`config.mk`:
```
export PLATFORM = sky130hd
export DESIGN_NAME = spm_seq
export DESIGN_NICKNAME = d
export VERILOG_FILES = /design/src/rtl/spm_pkg.sv /design/src/rtl/spm_csa_cell.sv /design/src/rtl/spm_seq.sv
export SDC_FILE = /design/constraint.sdc
export NUM_CORES = 1
export LEC_CHECK = 0
export CAP_MARGIN = 20
export CORE_ASPECT_RATIO = 0.7
export CORE_UTILIZATION = 35
export DETAILED_ROUTE_END_ITERATION = 6
export DONT_BUFFER_PORTS = 1
export GPL_TIMING_DRIVEN = 0
export PLACE_DENSITY = 0.49
export SYNTH_ARGS = -nofsm -noshare
export SYNTH_HDL_FRONTEND = slang
export SYNTH_SLANG_ARGS = --single-unit
```
`constraint.sdc`:
```
create_clock -name clk -period 2.5 [get_ports clk]
set_input_delay 0.5 -clock clk [delete_from_list [all_inputs] [get_ports clk]]
set_output_delay 0.5 -clock clk [all_outputs]
set_load 0.02 [all_outputs]
```
`src/rtl/spm_pkg.sv`:
```
`default_nettype none
// ============================================================================
// Module      : spm_pkg
// Description : Shared types and helpers for the spm_seq serial-parallel
//               multiplier: FSM state enum, counter-width function and the
//               default operand width.
// Revision    : 1.0 - initial release
// ============================================================================
package spm_pkg;

   // Default operand width of the multiplier
   localparam int c_default_n = 8;

   // Sequencer states
   typedef enum logic [1:0] {
      IDLE = 2'd0,
      RUN  = 2'd1,
      FIN  = 2'd2
   } spm_state_t;

   // Ceiling log2, used to size the bit counter for 2N serial steps
   function automatic int clog2(input int value);
      int r;
      r = 0;
      for (int i = 0; i < 31; i++) begin
         if ((1 << i) < value) begin
            r = i + 1;
         end
      end
      return r;
   endfunction

endpackage
`default_nettype wire

```
`src/rtl/spm_csa_cell.sv`:
```
`default_nettype none
// ============================================================================
// Module      : spm_csa_cell
// Description : One bit-slice of the serial-parallel multiplier array. Full
//               adder of the partial-product bit, the left neighbour's sum
//               and its own stored carry, with registered sum and carry.
//               TWOS_COMP=1 turns the slice into a serial complementer: the
//               partial-product bit is inverted and the carry presets to 1
//               on clear, so the slice emits the negated weight of the sign
//               bit of the multiplicand.
// Revision    : 1.0 - initial release
// ============================================================================
module spm_csa_cell #(
   parameter bit TWOS_COMP = 1'b0
) (
   input  logic clk,
   input  logic rst,
   input  logic i_clr,
   input  logic i_en,
   input  logic i_pp,
   input  logic i_sin,
   output logic o_sum
);

   logic w_a;
   logic w_sum;
   logic w_cout;
   logic r_sum;
   logic r_carry;

   assign w_a    = TWOS_COMP ? ~i_pp : i_pp;
   assign w_sum  = w_a ^ i_sin ^ r_carry;
   assign w_cout = (w_a & i_sin) | (w_a & r_carry) | (i_sin & r_carry);
   assign o_sum  = r_sum;

   // Sum/carry state: cleared (carry preset for the complementer) at the start
   // of each operation, advanced once per serial step
   always_ff @(posedge clk) begin
      if (rst) begin
         r_sum   <= 1'b0;
         r_carry <= 1'b0;
      end else if (i_clr) begin
         r_sum   <= 1'b0;
         r_carry <= TWOS_COMP;
      end else if (i_en) begin
         r_sum   <= w_sum;
         r_carry <= w_cout;
      end
   end

endmodule
`default_nettype wire

```
`src/rtl/spm_seq.sv`:
```
`default_nettype none
// ============================================================================
// Module      : spm_seq
// Description : Signed NxN serial-parallel multiplier with start/busy/done
//               handshake. x is held in parallel across a carry-save array,
//               y is fed serially LSB first and sign-extended to 2N bits; the
//               2N-bit product is collected bit-serially and presented in
//               parallel. Latency 2N+1 cycles from the accepting edge.
//               Build option SPM_ACC_EN: adds acc_clr and accumulates
//               products into prod modulo 2^(2N).
// Revision    : 1.0 - initial release
// ============================================================================
module spm_seq
   import spm_pkg::*;
#(
   parameter int N = c_default_n
) (
   input  logic           clk,
   input  logic           rst,
   input  logic           start,
   input  logic [N-1:0]   x,
   input  logic [N-1:0]   y,
`ifdef SPM_ACC_EN
   input  logic           acc_clr,
`endif
   output logic           busy,
   output logic           done,
   output logic [2*N-1:0] prod
);

   localparam int             c_cw   = clog2(2 * N);
   localparam logic [c_cw-1:0] c_last = c_cw'(2 * N - 1);
   localparam logic [c_cw-1:0] c_n    = c_cw'(N);
   localparam logic [c_cw-1:0] c_one  = c_cw'(1);

   spm_state_t          r_state;
   spm_state_t          w_next;

   logic [N-1:0]        r_x;
   logic [N-1:0]        r_y_sh;
   logic                r_ysign;
   logic [c_cw-1:0]     r_cnt;
   logic                r_c0;
   // Upper 2N-1 bits of the product shift window; the newest bit comes
   // straight from the LSB adder, so the full product is w_p_next on the
   // final step.
   logic [2*N-1:1]      r_p_sh;
   logic [2*N-1:0]      r_prod;
   logic                r_busy;
   logic                r_done;

   logic                w_accept;
   logic                w_run;
   logic                w_last;
   logic                w_bit;
   logic [N-1:0]        w_pp;
   logic [N-1:1]        w_s;
   logic                w_sum0;
   logic                w_c0;
   logic [2*N-1:0]      w_p_next;
   logic [2*N-1:0]      w_result;

   assign w_accept = start && ((r_state == IDLE) || (r_state == FIN));
   assign w_run    = (r_state == RUN);
   assign w_last   = w_run && (r_cnt == c_last);

   // Serial multiplier bit: y LSB first, then its sign bit for the upper half
   assign w_bit = (r_cnt < c_n) ? r_y_sh[0] : r_ysign;
   assign w_pp  = r_x & {N{w_bit}};

   // Bit-slices 1..N-1; the top slice negates the sign-bit partial products
   genvar gi;
   generate
      for (gi = 1; gi < N; gi++) begin : g_cell
         if (gi == N - 1) begin : g_msb
            spm_csa_cell #(
               .TWOS_COMP (1'b1)
            ) u_cell (
               .clk   (clk),
               .rst   (rst),
               .i_clr (w_accept),
               .i_en  (w_run),
               .i_pp  (w_pp[gi]),
               .i_sin (1'b0),
               .o_sum (w_s[gi])
            );
         end else begin : g_mid
            spm_csa_cell #(
               .TWOS_COMP (1'b0)
            ) u_cell (
               .clk   (clk),
               .rst   (rst),
               .i_clr (w_accept),
               .i_en  (w_run),
               .i_pp  (w_pp[gi]),
               .i_sin (w_s[gi+1]),
               .o_sum (w_s[gi])
            );
         end
      end
   endgenerate

   // LSB slice: its sum is the product bit of the current step, so it feeds
   // the shift window combinationally; only its carry is stored
   assign w_sum0   = w_pp[0] ^ w_s[1] ^ r_c0;
   assign w_c0     = (w_pp[0] & w_s[1]) | (w_pp[0] & r_c0) | (w_s[1] & r_c0);
   assign w_p_next = {w_sum0, r_p_sh};

`ifdef SPM_ACC_EN
   logic r_acc_clr;

   // Capture the accumulator-clear request with the operands
   always_ff @(posedge clk) begin
      if (rst) begin
         r_acc_clr <= 1'b0;
      end else if (w_accept) begin
         r_acc_clr <= acc_clr;
      end
   end

   assign w_result = r_acc_clr ? w_p_next : (r_prod + w_p_next);
`else
   assign w_result = w_p_next;
`endif

   // FSM state register
   always_ff @(posedge clk) begin
      if (rst) begin
         r_state <= IDLE;
      end else begin
         r_state <= w_next;
      end
   end

   // FSM next-state logic; start during RUN is deliberately ignored
   always_comb begin
      w_next = r_state;
      case (r_state)
         IDLE:    if (start) w_next = RUN;
         RUN:     if (r_cnt == c_last) w_next = FIN;
         FIN:     w_next = start ? RUN : IDLE;
         default: w_next = IDLE;
      endcase
   end

   // Operand capture and serial datapath stepping
   always_ff @(posedge clk) begin
      if (rst) begin
         r_x     <= '0;
         r_y_sh  <= '0;
         r_ysign <= 1'b0;
         r_cnt   <= '0;
         r_c0    <= 1'b0;
         r_p_sh  <= '0;
      end else if (w_accept) begin
         r_x     <= x;
         r_y_sh  <= y;
         r_ysign <= y[N-1];
         r_cnt   <= '0;
         r_c0    <= 1'b0;
         r_p_sh  <= '0;
      end else if (w_run) begin
         r_y_sh  <= {1'b0, r_y_sh[N-1:1]};
         r_cnt   <= r_cnt + c_one;
         r_c0    <= w_c0;
         r_p_sh  <= w_p_next[2*N-1:1];
      end
   end

   // Registered outputs: busy follows the next state, done and prod are
   // produced on the final serial step so they are valid together in FIN
   always_ff @(posedge clk) begin
      if (rst) begin
         r_busy <= 1'b0;
         r_done <= 1'b0;
         r_prod <= '0;
      end else begin
         r_busy <= (w_next == RUN);
         r_done <= w_last;
         if (w_last) begin
            r_prod <= w_result;
         end
      end
   end

   assign busy = r_busy;
   assign done = r_done;
   assign prod = r_prod;

endmodule
`default_nettype wire

```
==> results.json, run 1 <==
{
  "die_area_mm2": 0.00878,
  "worstPathMaxFanout": 8,
  "synth_fp_nets": 377,
  "rsz0062_at_grt": "false",
  "skew_ps": 8.30,
  "ys_warn_count": 0,
  "p_leak_nw": 1.09,
  "required_ps": 2740,
  "clk_pin_slew_worst_paths_ps": 60,
  "worstMarginPinSlew_ps": 570,
  "io_pins": 37,
  "synth_edf_count": 0,
  "drive_above_1_share_pct": 12.3,
  "yosysMostFrequentCell": "nand2_1",
  "io_buffers": 0,
  "insertion_delay_ps": 320,
  "cts_tree": "built",
  "fmax_mhz": 569,
  "setup_viol_count_final": 0,
  "violations": "DRC",
  "hp-class": "in -> reg",
  "critPathArrivalTime_ps": 1990,
  "slew_headroom_pct": 62.0,
  "gr-usage-all-layers_pct": 17.0,
  "ctsHoldBuffers": 0,
  "ys_async_sr_fraction_pct": 0,
  "antenna_found_initial": 0,
  "preCtsSetupSlack_ps": 737,
  "fin_cells": 466,
  "crit_buf_inv": 0,
  "worst_slack_ps": 742,
  "synth-compound-area-share_pct": 18.3,
  "setup_tns_ps": 0,
  "syn_avg_cell_area_um2": 8.43,
  "cellPowerDensity_mw_per_mm2": 842,
  "h-tree-depth": 3,
  "critPathKind": "reg -> reg",
  "critical-path-max-stage-delay_ps": 480,
  "finalCritPeriodShare_pct": 70.3,
  "cp-start-kind": "flop",
  "end_kind": "flop",
  "status": "finished, violations left",
  "wl_per_cell_um": 14.4,
  "cts_buffer_depth": 2,
  "start_util_pct": 36.8,
  "final_net_count": 388,
  "synthMuxAreaShare_pct": 0.383,
  "vias": 2279,
  "firstDrtPassIters": 6,
  "power.total_mw": 2.87,
  "grt_pass1_vias": 2143,
  "ir_worst_vdd_mv": 0.357,
  "die_w_um": 112,
  "drv_cap": 0,
  "num_antenna_cells": 0,
  "wl_um": 6700,
  "die_y_um": 78.7,
  "synth.ff_latch_count": 71,
  "overflow": 0,
  "cp_slowest_cell": "fa_1",
  "ys_types": 27,
  "place_inst": 450,
  "grt_pass1_wl_um": 11400,
  "syn_area_mm2": 0.00294,
  "crit_chain": "mux2_2 -> nand2_1 -> fa_1 -> a211oi_1",
  "cts_made_buffers": 9,
  "grt_max_degree": 14,
  "min_period_ps": 1760,
  "areaGrowthSynthToFinish_pct": 16.0,
  "synth_top_cell_area_share_pct": 48.3,
  "yosysTopAreaCell": "dfxtp_1",
  "crit_family": "adder cells",
  "cts_setup_buffers": 0,
  "ant_nets": 0,
  "vias_per_cell": 4.89,
  "synth_xor_area_share_pct": 0.595,
  "num_rows": 27,
  "cts_root_buf": "clkbuf_16",
  "drt_iter0_drc": 116,
  "finalHoldViolations": 0,
  "ys_seq_area_share_pct": 48.3,
  "yosys.area_share.simple_pct": 18.3,
  "cts_num_sinks": 71,
  "synthCells": 349,
  "drc": 8,
  "cts_resized": 0,
  "synth_top_family_by_area": "simple AND/OR/NAND/NOR gates",
  "synth_adder_area_share_pct": 5.61,
  "synth_commonest_cells": "nand2_1 (74), dfxtp_1 (71), a21oi_1 (43)",
  "drv_slew": 0,
  "core_mm2": 0.00801,
  "gp_routability_congestion": 0.747,
  "ys_top_cells_by_area": "dfxtp_1 (48%), nand2_1 (9.4%), a21oi_1 (7.3%)",
  "dp_hpwl_um": 4730,
  "synthFlopType": "dfxtp_1"
}
-- sequential cells by signal, summed over array words and instances (netlist names) --
register,flops
prod,16
r_p_sh,15
r_x,8
r_y_sh,8
g_cell.g_mid.u_cell.o_sum,6
g_cell.g_mid.u_cell.r_carry,6
r_cnt,4
r_state,2
busy,1
done,1
g_cell.g_msb.u_cell.o_sum,1
g_cell.g_msb.u_cell.r_carry,1
r_c0,1
r_ysign,1
-- worst paths after layout --
check	startpoint	endpoint	slack, ps	cells after the start
setup / recovery	r_cnt[3]	prod[15]	740	4
hold / removal	x[7]	r_x[7]	310	2
setup reg to reg	r_cnt[3]	prod[15]	740	4
hold reg to reg	r_p_sh[1]	r_p_sh[1]	460	2
-- cell usage in the layout (no fill, tap or decap), types with 2 or more instances in the layout --
master	count
a211oi_1	4
a211oi_2	11
a21oi_1	43
a311oi_1	7
buf_2	12
buf_4	2
buf_6	2
bufinv_16	3
clkbuf_1	10
clkbuf_16	9
dfxtp_1	71
fa_1	7
ha_1	2
inv_1	29
nand2_1	74
nand2b_1	3
nand3_1	3
nor2_1	26
nor2b_1	2
nor3_1	2
o21ai_0	16
or3_1	16
-- through the flow --
| stage | hold WS (ps) | instance area (µm²) | util, % |
|---|---|---|---|
| floorplan | 433 | 2940 | - |
| global placement | 445 | 3070 | 38.3 |
| detailed placement | 450 | 3070 | 38.3 |
| CTS | 304 | 3410 | 42.6 |
| global route | 320 | 3410 | 42.6 |
| finish | 312 | 3410 | 42.6 |
-- layer usage --
metal | track usage (%) | vias up | wire (µm)
met4 | 6.49 | 0 | 40
met3 | 4.81 | 4 | 323
met2 | 23.9 | 40 | 2780
li1 | - | 1171 | -
met5 | 0 | - | 0
met1 | 24.4 | 1064 | 3560
-- area by class of cell --
| type | instances | area, µm² |
|---|---|---|
| fill | 822 | 4590 |
| tap | 101 | 126 |
| inverter | 29 | 109 |
| multi-input combinational | 222 | 1270 |
| sequential | 71 | 1420 |
| clock inverter | 7 | 120 |
| buffer | 27 | 140 |
| clock buffer | 9 | 225 |
-- kinds of logic (layout without fill, tap and decap cells) --
kind of cell	count (synthesis)	in the layout
AND/OR/NAND/NOR	127	127
AO/OA/AOI/OAI	83	83
flip-flops	71	71
buffers and inverters	56	72
adder cells (fa/ha/maj)	9	9
XOR/XNOR	2	2
multiplexers	1	1
-- where the power goes --
part / leakage, nW / switching (mW) / total (mW) / internal [mW]
sequential: 0.578 / 0.0230 / 1.19 / 1.17
clock: 0.166 / 0.483 / 1.46 / 0.977
combinational: 0.351 / 0.150 / 0.220 / 0.0701
total: 1.09 / 0.656 / 2.87 / 2.22
Note: power is estimated with default switching activity, not from simulation.
==> inputs of run 2 (changes only) <==
--- a/config.mk
+++ b/config.mk
@@ -11,7 +11,7 @@
 export DETAILED_ROUTE_END_ITERATION = 6
 export DONT_BUFFER_PORTS = 1
 export GPL_TIMING_DRIVEN = 0
-export PLACE_DENSITY = 0.49
+export PLACE_DENSITY = 0.51
 export SYNTH_ARGS = -nofsm -noshare
 export SYNTH_HDL_FRONTEND = slang
 export SYNTH_SLANG_ARGS = --single-unit
==> constraint.sdc (replaced) <==
create_clock -name clk -period 1.6 [get_ports clk]
set_input_delay 0.32 -clock clk [delete_from_list [all_inputs] [get_ports clk]]
set_output_delay 0.32 -clock clk [all_outputs]
set_load 0.02 [all_outputs]
==> results.json, run 2 (synthesis gave the netlist of run 1 again) <==
{
  "drc": 5,
  "insertion_delay_ps": 330,
  "wl_um": 6890,
  "drive_above_1_share_pct": 14.8,
  "gp_routability_congestion": 0.780,
  "regToRegEndpoint": "prod[15]",
  "r2r_start": "r_cnt[3]",
  "die_w_um": 112,
  "grt_pass1_vias": 2226,
  "layout_commonest_cell": "nand2_1",
  "io_pins": 37,
  "num_rows": 27,
  "antenna_found_initial": 0,
  "placedInstanceArea_mm2": 0.00307,
  "rsz0062_at_grt": "true",
  "design_area_mm2": 0.00341,
  "finalHoldViolations": 0,
  "skew_ps": 6.49,
  "worstMarginPinSlew_ps": 593,
  "cts_root_buf": "clkbuf_16",
  "core_mm2": 0.00801,
  "min_period_ps": 1570,
  "cts_num_sinks": 71,
  "required_ps": 1850,
  "firstDrtPassIters": 7,
  "hold_depth": 2,
  "h-tree-depth": 3,
  "die_area_mm2": 0.00878,
  "io_buffers": 0,
  "clk_pin_slew_worst_paths_ps": 60,
  "areaGrowthSynthToFinish_pct": 15.9,
  "cts_made_buffers": 9,
  "cp-start-kind": "flop",
  "vias": 2283,
  "drv_slew": 0,
  "final_cell_mix": "nand2_1 (72), dfxtp_1 (70), a21oi_1 (43)",
  "cts_buffer_depth": 2,
  "num_antenna_cells": 0,
  "drt_iter0_drc": 107,
  "cellPowerDensity_mw_per_mm2": 1230,
  "vias_per_cell": 4.91,
  "critPathKind": "reg -> reg",
  "end_kind": "flop",
  "overflow": 0,
  "worstPathMaxFanout": 8,
  "hp-class": "in -> reg",
  "wl_per_cell_um": 14.8,
  "grt_pass1_wl_um": 11300,
  "fmax_mhz": 637,
  "setup_viol_count_final": 0,
  "drv_cap": 0,
  "worst_slack_ps": 29.7,
  "largest_register_ffs": 16,
  "dp_hpwl_um": 4770,
  "r2r_slack_ps": 30,
  "ff2ff_path_depth": 4,
  "start_util_pct": 36.8,
  "final_net_count": 388,
  "finalCritPeriodShare_pct": 98.1,
  "cts_tree": "built",
  "critPathArrivalTime_ps": 1820,
  "die_y_um": 78.7,
  "hold_end": "r_x[2]",
  "final_core_util_pct": 42.6,
  "grt_max_degree": 12,
  "violations": "DRC",
  "ir_worst_vdd_mv": 0.441,
  "status": "finished, violations left",
  "hold_start": "x[2]",
  "cp_slowest_cell": "fa_2",
  "p_leak_nw": 1.08,
  "gr-usage-all-layers_pct": 17.1,
  "ant_nets": 0,
  "preCtsSetupSlack_ps": -146,
  "crit_chain": "mux2_4 -> nand2_2 -> fa_2 -> a211oi_2",
  "critical-path-max-stage-delay_ps": 470,
  "slew_headroom_pct": 60.5
}
[run 2: changes by cell type in the layout (fill, tap and decap cells not counted), moves of 2 or more]
cell / before / now
buf_4: 2 / 4
nand2_2: 0 / 2
a211oi_1: 4 / 2
clkbuf_1: 10 / 8
clkbuf_8: 0 / 2
a211oi_2: 11 / 13
nand2_1: 74 / 72
bufinv_16: 3 / 1
[run 2: worst max-delay path by stage]
stage,from,endpoint,depth (start not counted)
6_report,r_cnt[3],prod[15],4
5_1_grt,r_cnt[3],prod[15],4
4_1_cts,r_cnt[3],prod[15],4
3_5_place_dp,r_cnt[3],prod[15],4
3_3_place_gp,r_cnt[3],r_p_sh[15],4
2_1_floorplan,r_cnt[3],r_p_sh[15],4
[run 2: critical path, delay by kind of cell (launching register included)]
kind / cells / cell delay (ps)
simple gates: 1 / 90
mux: 1 / 360
fa+ha+maj: 1 / 470
flops: 1 / 370
compound gates: 1 / 200
[run 2: timing repair]
action,CTS,global route
setup endpoints to repair,20,22
setup buffers,0,0
hold buffers,0,0
gates resized for setup,10,10
hold endpoints to repair,0,0
[run 2: layer usage]
metal	wire, µm	part of all wire (%)	GRT usage, %	vias to the layer above
li1	-	-	-	1167
met1	3600	52	23.4	1070
met2	2870	42	24.6	39
met3	363	5.3	6.18	7
met4	55	0.80	6.22	0
met5	0	0	0	-
[run 2: per-stage QoR]
stage	hold WS [ps]	setup TNS [ps]	total power, mW	instances
floorplan	433	0	2.15	349
global placement	445	-1120	2.25	450
detailed placement	449	-984	2.25	450
CTS	116	-6.81	4.26	465
global route	128	-91.2	4.39	465
finish	127	0	4.21	465
[run 2: power breakdown]
| part | switching [mW] | leakage [nW] | internal (mW) |
|---|---|---|---|
| Sequential | 0.0370 | 0.578 | 1.83 |
| Clock | 0.708 | 0.145 | 1.28 |
| Combinational | 0.239 | 0.362 | 0.114 |
| Total | 0.983 | 1.08 | 3.22 |
[run 2: final cells by class]
class | instances | area [µm²]
Clock inverter | 3 | 42.5
Multi-Input combinational cell | 222 | 1300
Fill cell | 812 | 4600
Buffer | 27 | 149
Sequential cell | 71 | 1430
Inverter | 29 | 109
Tap cell | 101 | 126
Clock buffer | 12 | 256
